[config.mk]
export PLATFORM = sky130hd
export DESIGN_NAME = neopixel_ctrl_arbiter
export DESIGN_NICKNAME = d
export VERILOG_FILES = /design/src/rtl/neopixel_ctrl_arbiter.sv
export SDC_FILE = /design/constraint.sdc
export NUM_CORES = 1
export LEC_CHECK = 0
export CORE_MARGIN = 10
export CORE_UTILIZATION = 49
export DETAILED_ROUTE_END_ITERATION = 7
export GPL_TIMING_DRIVEN = 0
export PLACE_DENSITY = 0.85
export SLEW_MARGIN = 10
export SYNTH_ARGS = -nofsm -noshare
export SYNTH_HDL_FRONTEND = slang
export SYNTH_SLANG_ARGS = --single-unit
[constraint.sdc]
create_clock -name clock -period 7.5 [get_ports clock]
set_input_delay 0.75 -clock clock [delete_from_list [all_inputs] [get_ports clock]]
set_output_delay 0.75 -clock clock [all_outputs]
set_load 0.1 [all_outputs]
[src/rtl/neopixel_ctrl_arbiter.sv]
// Two-requester write arbiter in front of a NeoPixel controller.
// Each requester owns a single-entry buffer; buffered writes are issued
// downstream one at a time with round-robin selection on ties. Writes
// aimed past the last pixel are rejected and counted in drop_count.
module neopixel_ctrl_arbiter #(
    parameter int C_PIXELS = 12,
    parameter int C_DROP_W = 8
) (
    input  logic                clock,
    input  logic                reset,
    input  logic                r0_write_en,
    input  logic [31:0]         r0_address,
    input  logic [31:0]         r0_write_data,
    output logic                r0_ready,
    input  logic                r1_write_en,
    input  logic [31:0]         r1_address,
    input  logic [31:0]         r1_write_data,
    output logic                r1_ready,
    output logic [31:0]         req_read_data,
    output logic                ctrl_clock,
    output logic                ctrl_reset,
    output logic                write_en,
    output logic [31:0]         address,
    output logic [31:0]         write_data,
    input  logic [31:0]         read_data,
    input  logic                ready,
    output logic [C_DROP_W-1:0] drop_count
);

    typedef enum logic {IDLE, WAIT} state_t;

    // Unsigned 32-bit limit for the address range check.
    localparam logic [31:0] PIX_LIM = 32'(C_PIXELS);

    state_t                state_q, state_d;
    logic [1:0]            buf_vld_q, buf_vld_d;
    logic [1:0][31:0]      buf_addr_q, buf_addr_d;
    logic [1:0][31:0]      buf_data_q, buf_data_d;
    logic                  last_grant_q, last_grant_d;
    logic                  write_en_q, write_en_d;
    logic [31:0]           address_q, address_d;
    logic [31:0]           write_data_q, write_data_d;
    logic [C_DROP_W-1:0]   drop_q, drop_d;

    logic [1:0]            req_we;
    logic [1:0][31:0]      req_addr;
    logic [1:0][31:0]      req_data;
    logic [1:0]            rej_n;
    logic                  sel;
    logic [C_DROP_W+1:0]   drop_sum;

    assign req_we   = {r1_write_en, r0_write_en};
    assign req_addr = {r1_address, r0_address};
    assign req_data = {r1_write_data, r0_write_data};

    assign r0_ready      = ~buf_vld_q[0];
    assign r1_ready      = ~buf_vld_q[1];
    assign req_read_data = read_data;
    assign ctrl_clock    = clock;
    assign ctrl_reset    = reset;
    assign write_en      = write_en_q;
    assign address       = address_q;
    assign write_data    = write_data_q;
    assign drop_count    = drop_q;

    // Next-state: buffer loads/rejects, arbitration and issue, drop counting.
    always_comb begin
        state_d      = state_q;
        buf_vld_d    = buf_vld_q;
        buf_addr_d   = buf_addr_q;
        buf_data_d   = buf_data_q;
        last_grant_d = last_grant_q;
        write_en_d   = 1'b0;
        address_d    = address_q;
        write_data_d = write_data_q;
        rej_n        = 2'd0;
        sel          = 1'b0;

        // A strobe is only considered while its buffer is empty; an empty
        // buffer can never be the one being issued, so load and clear of
        // the same buffer cannot collide.
        for (int i = 0; i < 2; i++) begin
            if (req_we[i] && !buf_vld_q[i]) begin
                if (req_addr[i] < PIX_LIM) begin
                    buf_vld_d[i]  = 1'b1;
                    buf_addr_d[i] = req_addr[i];
                    buf_data_d[i] = req_data[i];
                end else begin
                    rej_n = rej_n + 2'd1;
                end
            end
        end

        case (state_q)
            IDLE: begin
                if (ready && (buf_vld_q != 2'b00)) begin
                    sel            = (buf_vld_q == 2'b11) ? ~last_grant_q : buf_vld_q[1];
                    buf_vld_d[sel] = 1'b0;
                    write_en_d     = 1'b1;
                    address_d      = buf_addr_q[sel];
                    write_data_d   = buf_data_q[sel];
                    last_grant_d   = sel;
                    state_d        = WAIT;
                end
            end
            default: begin
                if (ready) begin
                    state_d = IDLE;
                end
            end
        endcase

        drop_sum = {2'b00, drop_q} + (C_DROP_W+2)'(rej_n);
        if (drop_sum[C_DROP_W+1:C_DROP_W] != 2'b00) begin
            drop_d = '1;
        end else begin
            drop_d = drop_sum[C_DROP_W-1:0];
        end
    end

    // State register; reset discards pending buffered writes and makes
    // requester 0 the winner of the first tie.
    always_ff @(posedge clock) begin
        if (reset) begin
            state_q      <= IDLE;
            buf_vld_q    <= 2'b00;
            buf_addr_q   <= '0;
            buf_data_q   <= '0;
            last_grant_q <= 1'b1;
            write_en_q   <= 1'b0;
            address_q    <= '0;
            write_data_q <= '0;
            drop_q       <= '0;
        end else begin
            state_q      <= state_d;
            buf_vld_q    <= buf_vld_d;
            buf_addr_q   <= buf_addr_d;
            buf_data_q   <= buf_data_d;
            last_grant_q <= last_grant_d;
            write_en_q   <= write_en_d;
            address_q    <= address_d;
            write_data_q <= write_data_d;
            drop_q       <= drop_d;
        end
    end

endmodule
## Word level (Yosys, flattened, before mapping)

Cells that the tools add are included.

| storage, ports and cells | value |
|---|---|
| memory bits (writable) | 0 |
| input port bits | 165 |
| flip-flop bits (word level) | 205 |
| bits in latches | 0 |
| bits in read-only memories | 0 |
| output and inout bits | 109 |
| memories | 0 |

| operators by class | value |
|---|---|
| eq/ne operators | 1 |
| order comparisons | 4 |
| multiplexer cells | 21 |
| bitwise operators | 6 |
| shifts and indexed selects | 0 |
| div/mod/pow operators | 0 |
| reductions and logical operators | 12 |
| $add $sub $neg | 2 |
| $mul | 0 |

Operators with widths:

| cell | number |
|---|---|
| 32-bit 2-to-1 mux | 4 |
| 32-bit by 4-bit < comparator with 1-bit output, second input constant | 2 |
| 1-bit 2-to-1 mux | 11 |
| 8-bit by 2-bit adder with 9-bit output | 1 |
| 2-bit 2-to-1 mux | 4 |
| 8-bit 2-to-1 mux | 1 |
| 2-bit AND reduction | 3 |
| 1-bit logical AND | 4 |
| 1-bit NOT | 4 |
| 2-bit nonzero test | 2 |
| 2-bit by 1-bit adder with 2-bit output, second input constant | 1 |
| 2-bit AND | 1 |
| 2-bit equality test, second input constant | 1 |
| 1-bit zero test | 2 |
| 1-bit by 2-bit < comparator with 1-bit output, second input constant | 1 |
| 2-bit NOT | 1 |
| 2-bit OR reduction | 1 |
| 1-bit demux with 1-bit select | 1 |
| 1-bit >= comparator, second input constant | 1 |

## Depth between registers and ports, before layout

| depth | value |
|---|---|
| word-level depth | 10 |
| depth in mapped cells | 15 |
| depth with buffers taken out | 14 |

==> run_summary.xml <==
<?xml version="1.0" encoding="UTF-8"?>
<metrics>
  <group name="status">
    <metric name="run_status" unit="">finished clean</metric>
  </group>
  <group name="global_routing">
    <metric name="grt_overflow" unit="">0</metric>
    <metric name="number_of_global_route_vias_before_repair" unit="">7636</metric>
    <metric name="grt_antenna_before_repair" unit="">1</metric>
    <metric name="global_route_wire_length_before_repair" unit="mm">41.1</metric>
    <metric name="overall_track_demand_over_capacity_in_global_routing" unit="%">22.8</metric>
    <metric name="largest_net_degree_at_the_start_of_global_routing" unit="">14</metric>
  </group>
  <group name="clocking">
    <metric name="post-cts-setup-buffer-count" unit="">0</metric>
    <metric name="clk_pin_slew" unit="ns">0.06</metric>
    <metric name="cts_tree" unit="">yes</metric>
    <metric name="clk_latency" unit="ns">0.63</metric>
    <metric name="holdBufCountCts" unit="">0</metric>
    <metric name="post_cts_sizing" unit="">0</metric>
  </group>
  <group name="worst_setup_path">
    <metric name="rr_endpoint" unit="">drop_count[5]$_SDFF_PP0_</metric>
    <metric name="cp.arrival" unit="ns">5.09</metric>
    <metric name="crit_required" unit="ns">6.75</metric>
    <metric name="worst-r2r-setup-slack" unit="ns">4.31</metric>
    <metric name="worstSetupEndpoint" unit="">ctrl_clock</metric>
    <metric name="crit-reg2reg-launch" unit="">buf_vld_q[1]$_SDFF_PP0_</metric>
    <metric name="rr_worst_depth" unit="">12</metric>
    <metric name="critical_path_class" unit="">clock port to primary output</metric>
    <metric name="worstSetupStartpointType" unit="">clock port</metric>
    <metric name="critPathMaxFanout" unit="">2</metric>
    <metric name="worst_setup_path_end_kind" unit="">primary output</metric>
    <metric name="worstSetupStartpoint" unit="">clock</metric>
  </group>
  <group name="sta">
    <metric name="finalClockSkew" unit="ns">0.0106</metric>
    <metric name="setup_repair_after_global_routing_missed_its_margin" unit="">no</metric>
    <metric name="fin_tns_setup" unit="ns">0</metric>
    <metric name="report.final.hold_viol_count" unit="">0</metric>
    <metric name="tightest_slew" unit="ns">1.07</metric>
    <metric name="setup_violation_total_in_the_final_timing_report" unit="">0</metric>
    <metric name="final_max_slew_viol_count" unit="">0</metric>
    <metric name="timing.slew.headroom" unit="%">28.3</metric>
  </group>
  <group name="floorplanning">
    <metric name="die_area" unit="um^2">22300</metric>
    <metric name="rows" unit="">47</metric>
    <metric name="start_util" unit="%">49.7</metric>
    <metric name="dieWidth" unit="um">149</metric>
    <metric name="die_h" unit="um">149</metric>
    <metric name="core_region_area" unit="um^2">16500</metric>
    <metric name="ioPinCount" unit="">274</metric>
  </group>
  <group name="yosys">
    <metric name="post-synth-top-area-fraction" unit="%">50.2</metric>
    <metric name="syn_inst" unit="">797</metric>
    <metric name="yosys_register_bits" unit="">205</metric>
    <metric name="syn-cell-area" unit="um^2">8180</metric>
    <metric name="yosys.cell_types.count" unit="">43</metric>
    <metric name="number_of_synthesized_flops_with_an_enable_pin" unit="">0</metric>
    <metric name="post_synth_main_area_contributors" unit="">dfxtp_1, a222oi_1, o31ai_2, mux2i_1, buf_4</metric>
    <metric name="seq_area_frac_synth" unit="%">50.2</metric>
    <metric name="synth_largest_area_cell" unit="">dfxtp_1</metric>
    <metric name="synth_async_sr_flop_share" unit="%">0</metric>
    <metric name="postSynthAreaPerCell" unit="um^2">10.3</metric>
    <metric name="primary_flip_flop_cell_chosen_by_synthesis_mapping" unit="">dfxtp_1</metric>
    <metric name="synth-warning-count" unit="">0</metric>
    <metric name="net_count_after_synthesis" unit="">966</metric>
  </group>
  <group name="placement">
    <metric name="gp_congestion" unit="">0.843</metric>
    <metric name="port_buffers" unit="">241</metric>
    <metric name="dp_hpwl" unit="mm">19.7</metric>
  </group>
  <group name="routing">
    <metric name="detail_route.iter0.violations" unit="">789</metric>
    <metric name="drtPass1Iterations" unit="">8</metric>
    <metric name="totalWireLength" unit="mm">26.6</metric>
    <metric name="drt_drc_violations_left" unit="">0</metric>
    <metric name="wire_per_inst" unit="um">20.5</metric>
    <metric name="viasPerCell" unit="">5.68</metric>
    <metric name="antenna_left" unit="">0</metric>
    <metric name="dr_total_vias" unit="">7401</metric>
  </group>
  <group name="power_and_ir_drop">
    <metric name="worst_ir_drop_vdd" unit="mV">0.336</metric>
    <metric name="cellLeakagePower" unit="uW">0.00415</metric>
    <metric name="fin_total_pwr" unit="uW">2570</metric>
    <metric name="power_density" unit="nW/um^2">220</metric>
  </group>
  <group name="min_path">
    <metric name="min-delay-path-class" unit="">flop to flop</metric>
    <metric name="whs_path_depth" unit="">2</metric>
    <metric name="min-delay-start" unit="">buf_data_q[18]$_SDFFE_PP0P_</metric>
  </group>
  <group name="cells_and_area">
    <metric name="commonest_non_fill_non_tap_cell_in_the_layout" unit="">clkdlybuf4s50_1</metric>
    <metric name="final_nets" unit="">1234</metric>
    <metric name="most-common-layout-cells" unit="">clkdlybuf4s50_1, dfxtp_1, nor2_1</metric>
    <metric name="post_route_cells_drive_above_1_share" unit="%">13.9</metric>
    <metric name="area_growth_syn_to_layout" unit="%">42.8</metric>
  </group>
  <group name="flow_run">
    <metric name="cap_violations" unit="">0</metric>
  </group>
</metrics>
==> cell usage after synthesis, types with 2 or more instances <==
cell	instances
dfxtp_1	205
nor4_2	6
and4_4	2
buf_1	7
and4b_1	2
nor3_1	4
nand4_1	40
o31ai_1	7
buf_4	35
buf_2	22
nand2b_1	27
and2_1	28
nor2b_1	3
nor3b_1	28
ha_1	3
buf_6	7
buf_8	5
xor2_1	2
mux2i_1	36
inv_1	9
a222oi_1	64
a21oi_1	44
nor4_1	8
clkbuf_1	31
o31ai_2	30
o211a_1	2
nor2_1	69
nand2_1	56
==> layout make-up <==
class                           count  area (um^2)
Fill cell                        1233         4790
Sequential cell                   205         4100
Multi-Input combinational cell    475         3350
Timing Repair Buffer              240         2400
Clock buffer                       37          747
Buffer                            108          689
Tap cell                          220          275
Clock inverter                      6         66.3
Inverter                            9         33.8
Antenna cell                        3         7.51
==> through the flow <==
stage	utilization (%)	std cells	instance area (um^2)	worst slack [ns]	hold WS [ns]
finish	70.9	1303	11700	1.66	0.458
global route	70.9	1300	11700	1.65	0.475
CTS	70.9	1300	11700	1.64	0.457
detailed placement	66.0	1258	10900	1.95	0.444
global placement	66.0	1258	10900	1.95	0.441
floorplan	-	797	8180	2.79	0.429
==> routing by layer <==
| layer | part of all wire [%] | GRT usage, % | wire, um |
|---|---|---|---|
| met1 | 39 | 26.2 | 10300 |
| met2 | 48 | 38.1 | 12900 |
| met3 | 11 | 8.74 | 2820 |
| met4 | 2.6 | 7.95 | 686 |
| met5 | 0.064 | 0 | 17 |
==> worst max-delay path, stage by stage <==
cell and delay (ns):
clkbuf_16 0.12, clkbuf_16 0.13, buf_4 0.12, clkdlybuf4s50_1 0.97
==> flip-flops by register name (all words and copies together) (netlist names) <==
register / flops
buf_data_q: 64
last_grant_q: 1
state_q: 1
drop_count: 8
write_data: 32
buf_vld_q: 2
write_en: 1
buf_addr_q: 64
address: 32
==> report_power, final <==
part / total [uW] / internal [uW] / switching [uW]
Sequential: 1090 / 1090 / 2.13
Combinational: 254 / 104 / 150
Clock: 1220 / 727 / 494
==> how the worst min path moves through the flow <==
stage	to	slack [ns]
3_5_place_dp	buf_addr_q[54]$_SDFFE_PP0P_	0.44
3_3_place_gp	buf_addr_q[38]$_SDFFE_PP0P_	0.44
4_1_cts	buf_data_q[18]$_SDFFE_PP0P_	0.46
2_1_floorplan	buf_addr_q[36]$_SDFFE_PP0P_	0.43
5_1_grt	buf_data_q[4]$_SDFFE_PP0P_	0.48
6_report	buf_data_q[18]$_SDFFE_PP0P_	0.46
==> logic make-up (layout without fill, tap and decap cells) <==
logic type	Yosys count	in the layout	share of synthesized area, %
muxes	36	36	4.41
DFF	205	205	50.2
adders and majority gates	4	4	0.704
and+or+nand+nor	279	279	18.9
AOI/OAI and AO/OA	153	153	16.7
buffers and inverters	117	400	8.84
xor gates and xnor gates	3	3	0.321
other	0	3	0
(Power assumes the default switching activity.)
